**src/rtl/mux_74157.sv**
```systemverilog
// mux_74157: WIDTH-bit 2:1 selector with active-low strobe, after the 74LS157.
// Drives a combinational output and a registered copy of it for synchronous consumers.
module mux_74157 #(
    parameter int WIDTH = 4
) (
    input  logic             clk,
    input  logic             rst_n,
    input  logic             select,
    input  logic             strobe_n,
    input  logic [WIDTH-1:0] a,
    input  logic [WIDTH-1:0] d,
    output logic [WIDTH-1:0] out,
    output logic [WIDTH-1:0] out_q
);
    logic [WIDTH-1:0] out_d;

    // A ternary on select keeps bits where a and d agree defined even if select is X.
    always_comb out_d = strobe_n ? '0 : (select ? d : a);

    assign out = out_d;

    always_ff @(posedge clk or negedge rst_n)
        if (!rst_n) out_q <= '0;
        else        out_q <= out_d;
endmodule

```
**config.mk**
```make
export PLATFORM = sky130hd
export DESIGN_NAME = mux_74157
export DESIGN_NICKNAME = d
export VERILOG_FILES = /design/src/rtl/mux_74157.sv
export SDC_FILE = /design/constraint.sdc
export NUM_CORES = 1
export LEC_CHECK = 0
export CAP_MARGIN = 20
export CORE_AREA = 10 10 47 49
export CTS_BUF_LIST = sky130_fd_sc_hd__clkbuf_2
export DETAILED_ROUTE_END_ITERATION = 10
export DIE_AREA = 0 0 57 59
export GPL_ROUTABILITY_DRIVEN = 0
export RECOVER_POWER = 50
export SKIP_CTS_REPAIR_TIMING = 1
export SLEW_MARGIN = 10
export SYNTH_ARGS = -nofsm -noshare
export SYNTH_HDL_FRONTEND = slang
export SYNTH_SLANG_ARGS = --single-unit
```
**constraint.sdc**
```tcl
create_clock -name clk -period 0.8 [get_ports clk]
set_input_delay 0.16 -clock clk [delete_from_list [all_inputs] [get_ports clk]]
set_output_delay 0.16 -clock clk [all_outputs]
set_load 0.02 [all_outputs]
```
== After elaboration in Yosys (flattened, before gate mapping) ==
Cells that the tools add are included.

* Bits in registers: 4

* Mux-type cells: 2

{| class="wikitable"
|+ Operators with widths
! kind !! count
|-
| 4-bit 2-to-1 mux || 2
|}

== Longest topological paths before layout ==
Gate-level depths: netlist of run 1.

* Word-level depth: 2
* Depth in mapped cells: 3

== Worst setup path after synthesis of run 1 ==
Ideal clock, no wire load.

* Path kind: input-to-output
* Start: input select
* End: output out[0]
* Data arrival time: 723 ps
* Data required time: 640 ps
* Path slack: -83 ps
* Stages: 3
* Path buffers: 1
* Path through: clkbuf_2 -> mux2i_1 -> nor2_1

* Longest elaborated chain between the ends: 2

{| class="wikitable"
|+ Ends and longest elaborated chain
! what !! RTL line !! RTL
|-
| start, declared || 8 || <nowiki>input logic select,</nowiki>
|-
| 4-bit 2-to-1 mux (2 in a row) || 18 || <nowiki>always_comb out_d = strobe_n ? '0 : (select ? d : a);</nowiki>
|-
| end, declared || 12 || <nowiki>output logic [WIDTH-1:0] out,</nowiki>
|}

No other way between the ends.

== Final worst setup path of run 1 ==
* Start: input select
* End: output out[3]

The elaborated chain is that of the path after synthesis.

==> Implementation_results.wiki, run 1 <==
{| class="wikitable"
! Metric !! Value
|-
| Via/cell ratio || 3.65
|-
| Count of flip-flops with a built-in enable after synthesis || 0
|-
| Count of input and output buffers || 19
|-
| CTS tree || built
|-
| Grt total ovfl || 0
|-
| Count of placed standard cells including taps || 50
|-
| H-tree levels || 1
|-
| Slew headroom || 83.7%
|-
| Routed wire length || 785 um
|-
| Number of clock sinks || 4
|-
| WP data arrival || 0.71 ns
|-
| Slowest cell on the critical path || sky130_fd_sc_hd__mux2i_2
|-
| Area added between synthesis and finish || 210%
|-
| Worst Setup End Kind || output port
|-
| Floorplan row count || 14
|-
| Area inside the core boundary || 1400 um2
|-
| Number of endpoints failing setup at the final stage || 8
|-
| Reg with most FFs || out_q
|-
| Mapped cell area || 160 um2
|-
| Reported leakage power || 0.000306 uW
|-
| VDD IR-drop max || 0.000397 V
|-
| Largest delay contributor family on the critical path || buffers and inverters
|-
| Achievable frequency || 1.15 GHz
|-
| Count of buffering cells on the critical path with inverters included || 2
|-
| Flip-flop count of the largest register after layout || 4
|-
| Final layout net count || 55
|-
| Net count after synthesis || 25
|-
| Final core utilization || 35.4%
|-
| Critical Path RT || 0.64 ns
|-
| Number of DRC violations after detailed-routing iteration 0 || 1
|-
| I/O pin total || 20
|-
| Cell at the root of the clock tree || sky130_fd_sc_hd__clkbuf_2
|-
| Maximum number of pins on one net before global-route repair || 5
|-
| Cells along the critical path || buf_12, mux2i_2, nor2_2, buf_6
|-
| Final critical path time including I/O delays and setup || 0.869 ns
|-
| Die extent in y || 59 um
|-
| Post-detailed-route wirelength per cell || 13.8 um
|-
| HPWL after detailed placement || 593 um
|-
| Leading register cell type out of synthesis || sky130_fd_sc_hd__dfrtp_1
|-
| Area share of the largest cell type after synthesis || 62.5%
|-
| Synth Instances || 13
|-
| Ratio of cells with drive above 1 in the final layout || 63.4%
|-
| Final cycle utilization of the critical path || 109%
|-
| Number of DRC violations after detailed routing || 0
|-
| Die width || 57 um
|-
| Final-report max-slew violation count || 0
|-
| Effective utilization at floorplan || 11.4%
|-
| Fraction of the yosys area taken by sequential cells || 62.5%
|-
| Die Area || 3360 um2
|-
| Worst-margin pin slew || 0.244 ns
|-
| Via count of the first global-routing pass || 259
|-
| Nature of the critical path startpoint || input pin
|-
| Post-synthesis register bit count || 4
|-
| Final hold violations || 0
|-
| Worst path max stage delay || 0.15 ns
|-
| CTS Buf Count || 3
|-
| Final Worst Setup Slack || -0.0695 ns
|-
| Max_cap viols || 0
|-
| Tot GR Track Use || 4.64%
|-
| Leading cell types by count after synthesis || sky130_fd_sc_hd__dfrtp_1 (4), sky130_fd_sc_hd__mux2i_1 (4), sky130_fd_sc_hd__nor2_1 (4), sky130_fd_sc_hd__clkbuf_2 (1)
|-
| Residual antenna-violating net count after detailed routing || 0
|-
| Critical path type || in2out
|-
| Violated checks || setup timing
|-
| Routed via count || 208
|-
| RSZ-0062 raised after global routing || true
|-
| Run status || finished, violations left
|-
| Max Fanout on Critical Path || 4
|-
| Deepest clock path buffer count || 2
|-
| Post-route insts no fill || 57
|-
| Biggest registers after layout || out_q (4)
|-
| Class of the worst hold path || in2async
|-
| Number of distinct library cells after synthesis || 4
|-
| ANT cells || 0
|-
| Cell taking the most area after synthesis || sky130_fd_sc_hd__dfrtp_1
|-
| Largest cells by area after synthesis || sky130_fd_sc_hd__dfrtp_1 (63%), sky130_fd_sc_hd__mux2i_1 (25%), sky130_fd_sc_hd__nor2_1 (9.4%)
|-
| Post-Synthesis Mean Instance Area || 12.3 um2
|-
| Number of antenna violations at the first check in global routing || 0
|-
| Wire length of the first global-routing pass || 1.14 mm
|-
| Post-synthesis async set-or-reset flop share || 100%
|-
| Register clock-pin slew on the reported worst setup and hold paths || 0.04 ns
|-
| Count of yosys warnings during synthesis || 0
|-
| Number of detailed-route iterations in the first pass || 2
|-
| PwrDens || 1260 nW/um2
|}
==> metrics by stage <==
step	total power [uW]	setup WS, ns	hold slack (ns)	setup TNS [ns]	instance area, um2
2_1_floorplan	288	0.00342	-0.136	0	170
4_1_cts	608	-1.01	0.147	-6.99	413
5_1_grt	663	-0.0965	0.245	-0.695	497
3_5_place_dp	418	-0.987	0.374	-6.87	398
3_3_place_gp	417	-0.973	0.368	-6.79	398
6_report	625	-0.0695	0.228	-0.446	497
==> worst max path at each step <==
stage / cells past startpoint / startpoint / slack (ns) / to
final: 4 / select / -0.07 / out[3]
after global routing: 4 / select / -0.1 / out[3]
after CTS: 4 / select / -1.01 / out[0]
after detailed placement: 4 / select / -0.99 / out[0]
after global placement: 4 / select / -0.97 / out[2]
after floorplan: 3 / select / 0.003 / out[0]
==> routing by layer <==
| metal | vias to the layer above | part of all wire, % | track usage (%) |
|---|---|---|---|
| li1 | 98 | - | - |
| met1 | 90 | 40 | 4.55 |
| met2 | 20 | 41 | 4.96 |
| met3 | 0 | 19 | 5.36 |
| met4 | 0 | 0 | 4.03 |
| met5 | - | 0 | 0 |
==> kinds of logic (layout without fill, tap and decap cells) <==
group	Yosys count	in the layout	share of synthesized area, %
buffers and inverters	1	29	3.12
AND/OR/NAND/NOR	4	4	9.37
flip-flops	4	4	62.5
multiplexers	4	4	25.0
==> power breakdown <==
part / switching [uW] / internal, uW / leakage (uW)
Clock: 73.0 / 101 / 0.0000125
Combinational: 90.7 / 139 / 0.000242
Sequential: 5.80 / 216 / 0.0000516
==> placed cells by master (no fill, tap or decap) <==
| cell type | n |
|---|---|
| sky130_fd_sc_hd__buf_6 | 8 |
| sky130_fd_sc_hd__mux2i_2 | 3 |
| sky130_fd_sc_hd__dlygate4sd3_1 | 1 |
| sky130_fd_sc_hd__buf_4 | 7 |
| sky130_fd_sc_hd__nor2_2 | 4 |
| sky130_fd_sc_hd__dfrtp_1 | 4 |
| sky130_fd_sc_hd__buf_12 | 1 |
| sky130_fd_sc_hd__clkbuf_2 | 3 |
| sky130_fd_sc_hd__mux2i_1 | 1 |
| sky130_fd_sc_hd__dlymetal6s2s_1 | 9 |
==> cell type report <==
class	count	area [um2]
clock buffers	3	15.0
fillers	150	905
multi-input cells	8	76.3
flip-flops and latches	4	100
well taps	16	20.0
repair buffers	26	285
Note: power is estimated with default switching activity, not from simulation.
==> run 2: changes to the inputs <==
--- a/config.mk
+++ b/config.mk
@@ -12,6 +12,7 @@
 export DIE_AREA = 0 0 57 59
 export GPL_ROUTABILITY_DRIVEN = 0
 export RECOVER_POWER = 50
+export SETUP_SLACK_MARGIN = 0.5
 export SKIP_CTS_REPAIR_TIMING = 1
 export SLEW_MARGIN = 10
 export SYNTH_ARGS = -nofsm -noshare
==> Implementation_results.wiki, run 2 (synthesis gave the netlist of run 1 again) <==
{| class="wikitable"
! Metric !! Value
|-
| Run status || finished, violations left
|-
| Violated checks || hold timing, setup timing
|-
| Residual antenna-violating net count after detailed routing || 0
|-
| Final critical path time including I/O delays and setup || 0.877 ns
|-
| Area after DPL || 405 um2
|-
| Critical Path RT || 0.64 ns
|-
| CTS Buf Count || 3
|-
| Grt total ovfl || 0
|-
| Post-detailed-route wirelength per cell || 11.8 um
|-
| Final-report max-slew violation count || 0
|-
| Reported leakage power || 0.000313 uW
|-
| H-tree levels || 1
|-
| Number of endpoints failing setup at the final stage || 8
|-
| Most used cells in the layout excluding fill and tap cells || sky130_fd_sc_hd__buf_6 (10), sky130_fd_sc_hd__dlymetal6s2s_1 (9), sky130_fd_sc_hd__buf_4 (6)
|-
| Wire length of the first global-routing pass || 952 um
|-
| Final hold violations || 4
|-
| Final core utilization || 36.4%
|-
| Cells along the critical path || buf_12, mux2i_4, nor2_2, buf_6
|-
| Number of DRC violations after detailed-routing iteration 0 || 0
|-
| Worst-margin pin slew || 0.232 ns
|-
| Number of detailed-route iterations in the first pass || 1
|-
| Number of DRC violations after detailed routing || 0
|-
| Class of the worst hold path || in2async
|-
| I/O pin total || 20
|-
| Power, Total || 636 uW
|-
| Number of antenna violations at the first check in global routing || 0
|-
| Die Area || 3360 um2
|-
| Setup_tns || -0.396 ns
|-
| Deepest clock path buffer count || 2
|-
| VDD IR-drop max || 0.000410 V
|-
| Routed via count || 210
|-
| CTS tree || built
|-
| Die width || 57 um
|-
| WP data arrival || 0.72 ns
|-
| Via/cell ratio || 3.62
|-
| Area added between synthesis and finish || 219%
|-
| Ratio of cells with drive above 1 in the final layout || 61.9%
|-
| Reg with most FFs || out_q
|-
| Cell at the root of the clock tree || sky130_fd_sc_hd__clkbuf_2
|-
| Max_cap viols || 0
|-
| Final cycle utilization of the critical path || 110%
|-
| Final layout net count || 56
|-
| Maximum number of pins on one net before global-route repair || 5
|-
| Nature of the critical path startpoint || input pin
|-
| Biggest registers after layout || out_q (4)
|-
| Tot GR Track Use || 3.99%
|-
| Routed wire length || 685 um
|-
| Final Worst Setup Slack || -0.0772 ns
|-
| Critical path type || in2out
|-
| Effective utilization at floorplan || 11.4%
|-
| Max Fanout on Critical Path || 4
|-
| Hold WS || -0.225 ns
|-
| Floorplan row count || 14
|-
| Post-route cell area || 510 um2
|-
| Achievable frequency || 1.14 GHz
|-
| Worst path max stage delay || 0.17 ns
|-
| Count of input and output buffers || 19
|-
| ANT cells || 0
|-
| Most common cell after layout, fill and taps aside || sky130_fd_sc_hd__buf_6
|-
| Number of clock sinks || 4
|-
| RSZ-0062 raised after global routing || true
|-
| PwrDens || 1250 nW/um2
|-
| Area inside the core boundary || 1400 um2
|-
| Slowest cell on the critical path || sky130_fd_sc_hd__mux2i_4
|-
| Slew headroom || 84.5%
|-
| Flip-flop count of the largest register after layout || 4
|-
| Die extent in y || 59 um
|-
| Register clock-pin slew on the reported worst setup and hold paths || 0.04 ns
|-
| Via count of the first global-routing pass || 246
|-
| Worst Setup End Kind || output port
|}
-- run 2: cell types whose count changed in the layout (fill, tap and decap cells not counted), sizes merged --
cell         delta
buf             +1
dlygate4sd3     -1
clkbuf          +1
-- run 2: worst paths after layout --
| path | startpoint | to |
|---|---|---|
| worst max-delay path | select | out[0] |
| worst min-delay path | rst_n | out_q[3] |
| max in group asynchronous | rst_n | out_q[0] |
| min in group clk | select | out_q[0] |
-- run 2: through the flow --
stage	hold WS (ns)	setup slack, ns	instances
final	-0.225	-0.0772	58
after global routing	-0.219	-0.0951	58
after CTS	0.143	-0.997	54
after detailed placement	0.372	-0.994	51
after global placement	0.369	-0.976	51
after floorplan	-0.136	0.0207	13
-- run 2: layout make-up --
cell class	instances	area, um2
Multi-Input combinational cell	8	81.3
Clock buffer	3	15.0
Sequential cell	4	100
Fill cell	161	891
Tap cell	16	20.0
Timing Repair Buffer	27	294
-- run 2: report_power, final --
group	internal, uW	leakage, uW	switching (uW)	total, uW
Sequential	216	0.0000516	5.33	222
Clock	101	0.0000125	75.6	176
Combinational	146	0.000249	92.7	238
Total	463	0.000313	174	636
-- run 2: critical path: cells and delay by family --
kind                   cells  cell delay (ns)
multiplexers               1             0.17
AND/OR/NAND/NOR            1             0.14
buffers and inverters      2             0.24
-- run 2: per-layer routing --
layer  global-route usage [%]  part of all wire [%]  wire (um)
met3                     6.22                    28        189
met2                     3.72                    35        237
met5                        0                     0          0
met4                     4.03                     0          0
met1                     3.23                    38        257
==> run 3: changes to the inputs <==
==> constraint.sdc (replaced) <==
create_clock -name clk -period 0.8 [get_ports clk]
set_input_delay 0.16 -clock clk [delete_from_list [all_inputs] [get_ports clk]]
set_output_delay 0.16 -clock clk [all_outputs]
set_load 0.1 [all_outputs]
==> Implementation_results.wiki, run 3 (synthesis gave the netlist of run 1 again) <==
{| class="wikitable"
! Metric !! Value
|-
| Register clock-pin slew on the reported worst setup and hold paths || 0.05 ns
|-
| Area of the multi-input gates || 135 um2
|-
| Die width || 57 um
|-
| Final layout net count || 55
|-
| Worst path max stage delay || 0.47 ns
|-
| Cell at the root of the clock tree || sky130_fd_sc_hd__clkbuf_2
|-
| Sequential standard cell area || 111 um2
|-
| Slew headroom || 88.0%
|-
| CTS tree || built
|-
| Final hold violations || 4
|-
| Class of the worst hold path || in2async
|-
| Number of antenna violations at the first check in global routing || 0
|-
| Ratio of cells with drive above 1 in the final layout || 73.8%
|-
| Number of clock sinks || 4
|-
| Hold WS || -0.249 ns
|-
| Number of detailed-route iterations in the first pass || 1
|-
| Cells along the critical path || buf_12
|-
| PwrDens || 1450 nW/um2
|-
| Largest delay contributor family on the critical path || flip-flops
|-
| H-tree levels || 1
|-
| Reg with most FFs || out_q
|-
| Flip-flop count of the largest register after layout || 4
|-
| HPWL after detailed placement || 659 um
|-
| ANT cells || 0
|-
| Max_cap viols || 0
|-
| Post-detailed-route wirelength per cell || 14.1 um
|-
| Reported leakage power || 0.000337 uW
|-
| Count of input and output buffers || 19
|-
| Final Worst Setup Slack || -0.223 ns
|-
| Via count of the first global-routing pass || 236
|-
| Via/cell ratio || 3.74
|-
| Critical path type || reg2out
|-
| Routed wire length || 820 um
|-
| Final cycle utilization of the critical path || 128%
|-
| Violated checks || hold timing, setup timing
|-
| Area added between synthesis and finish || 313%
|-
| Met1 routed wirelength after detailed routing || 306 um
|-
| Final core utilization || 47.2%
|-
| Area inside the core boundary || 1400 um2
|-
| Count of buffering cells on the critical path with inverters included || 1
|-
| Top Layer Used || met4
|-
| CTS Buf Count || 3
|-
| Routed via count || 217
|-
| Achievable frequency || 0.978 GHz
|-
| Number of DRC violations after detailed routing || 0
|-
| Power, Total || 961 uW
|-
| Deepest clock path buffer count || 2
|-
| Grt total ovfl || 0
|-
| Length of routed met3 wiring || 143 um
|-
| Number of endpoints failing setup at the final stage || 8
|-
| Most used cells in the layout excluding fill and tap cells || sky130_fd_sc_hd__dlymetal6s2s_1 (9), sky130_fd_sc_hd__buf_12 (9), sky130_fd_sc_hd__buf_6 (7)
|-
| Tot GR Track Use || 4.66%
|-
| I/O pin total || 20
|-
| Number of DRC violations after detailed-routing iteration 0 || 0
|-
| Die extent in y || 59 um
|-
| Run status || finished, violations left
|-
| Max Fanout on Critical Path || 1
|-
| Slowest cell on the critical path || sky130_fd_sc_hd__dfrtp_4
|-
| VDD IR-drop max || 0.000506 V
|-
| Biggest registers after layout || out_q (4)
|-
| Final critical path time including I/O delays and setup || 1.02 ns
|-
| Maximum number of pins on one net before global-route repair || 5
|-
| Residual antenna-violating net count after detailed routing || 0
|-
| Worst-margin pin slew || 0.176 ns
|-
| Sum of met2 wire segment lengths after detailed routing || 351 um
|-
| Critical Path RT || 0.64 ns
|-
| Wire length of the first global-routing pass || 1.11 mm
|-
| Fillcell total || 139
|-
| Die Area || 3360 um2
|-
| Final-report max-slew violation count || 0
|-
| Effective utilization at floorplan || 11.4%
|-
| Nature of the critical path startpoint || flop
|-
| RSZ-0062 raised after global routing || true
|-
| Worst Setup End Kind || output port
|-
| Floorplan row count || 14
|-
| WP data arrival || 0.86 ns
|}
## run 3: changes by cell type in the layout (fill, tap and decap cells not counted)
cell,before,now
sky130_fd_sc_hd__mux2i_2,1,0
sky130_fd_sc_hd__buf_12,1,9
sky130_fd_sc_hd__mux2i_4,1,4
sky130_fd_sc_hd__buf_6,10,7
sky130_fd_sc_hd__dfrtp_1,4,1
sky130_fd_sc_hd__mux2i_1,2,0
sky130_fd_sc_hd__nor2_2,4,0
sky130_fd_sc_hd__clkbuf_2,3,4
sky130_fd_sc_hd__dfrtp_4,0,3
sky130_fd_sc_hd__nor2_4,0,4
sky130_fd_sc_hd__buf_4,6,0
## run 3: area by class of cell
type / count / area share [%]
Clock buffer: 4 / 3.02
Multi-Input combinational cell: 8 / 20.4
Sequential cell: 4 / 16.8
Tap cell: 16 / 3.02
Timing Repair Buffer: 26 / 56.7
## run 3: worst paths after layout
kind | from | to | depth (start not counted)
min | rst_n | out_q[3] | 1
max in group asynchronous | rst_n | out_q[1] | 1
min in group clk | strobe_n | out_q[3] | 4
max | out_q[2] | out_q[2] | 1
## run 3: through the flow
stage | instances | instance area, um2 | worst slack (ns) | setup TNS [ns]
global placement | 51 | 520 | -0.696 | -4.99
CTS | 55 | 541 | -0.738 | -4.99
floorplan | 13 | 214 | -0.312 | -2.63
global route | 58 | 662 | -0.241 | -1.62
finish | 58 | 662 | -0.223 | -1.45
detailed placement | 51 | 520 | -0.735 | -5.09
## run 3: report_power, final
| part | internal [uW] | switching [uW] |
|---|---|---|
| combinational | 223 | 284 |
| sequential | 222 | 10.2 |
| clock | 132 | 90.3 |
| total | 577 | 384 |
## run 3: routing by layer
layer / vias up / global-route usage, %
met5: - / 0
met4: 0 / 4.03
met3: 2 / 4.08
met2: 22 / 5.74
met1: 93 / 4.74
li1: 100 / -
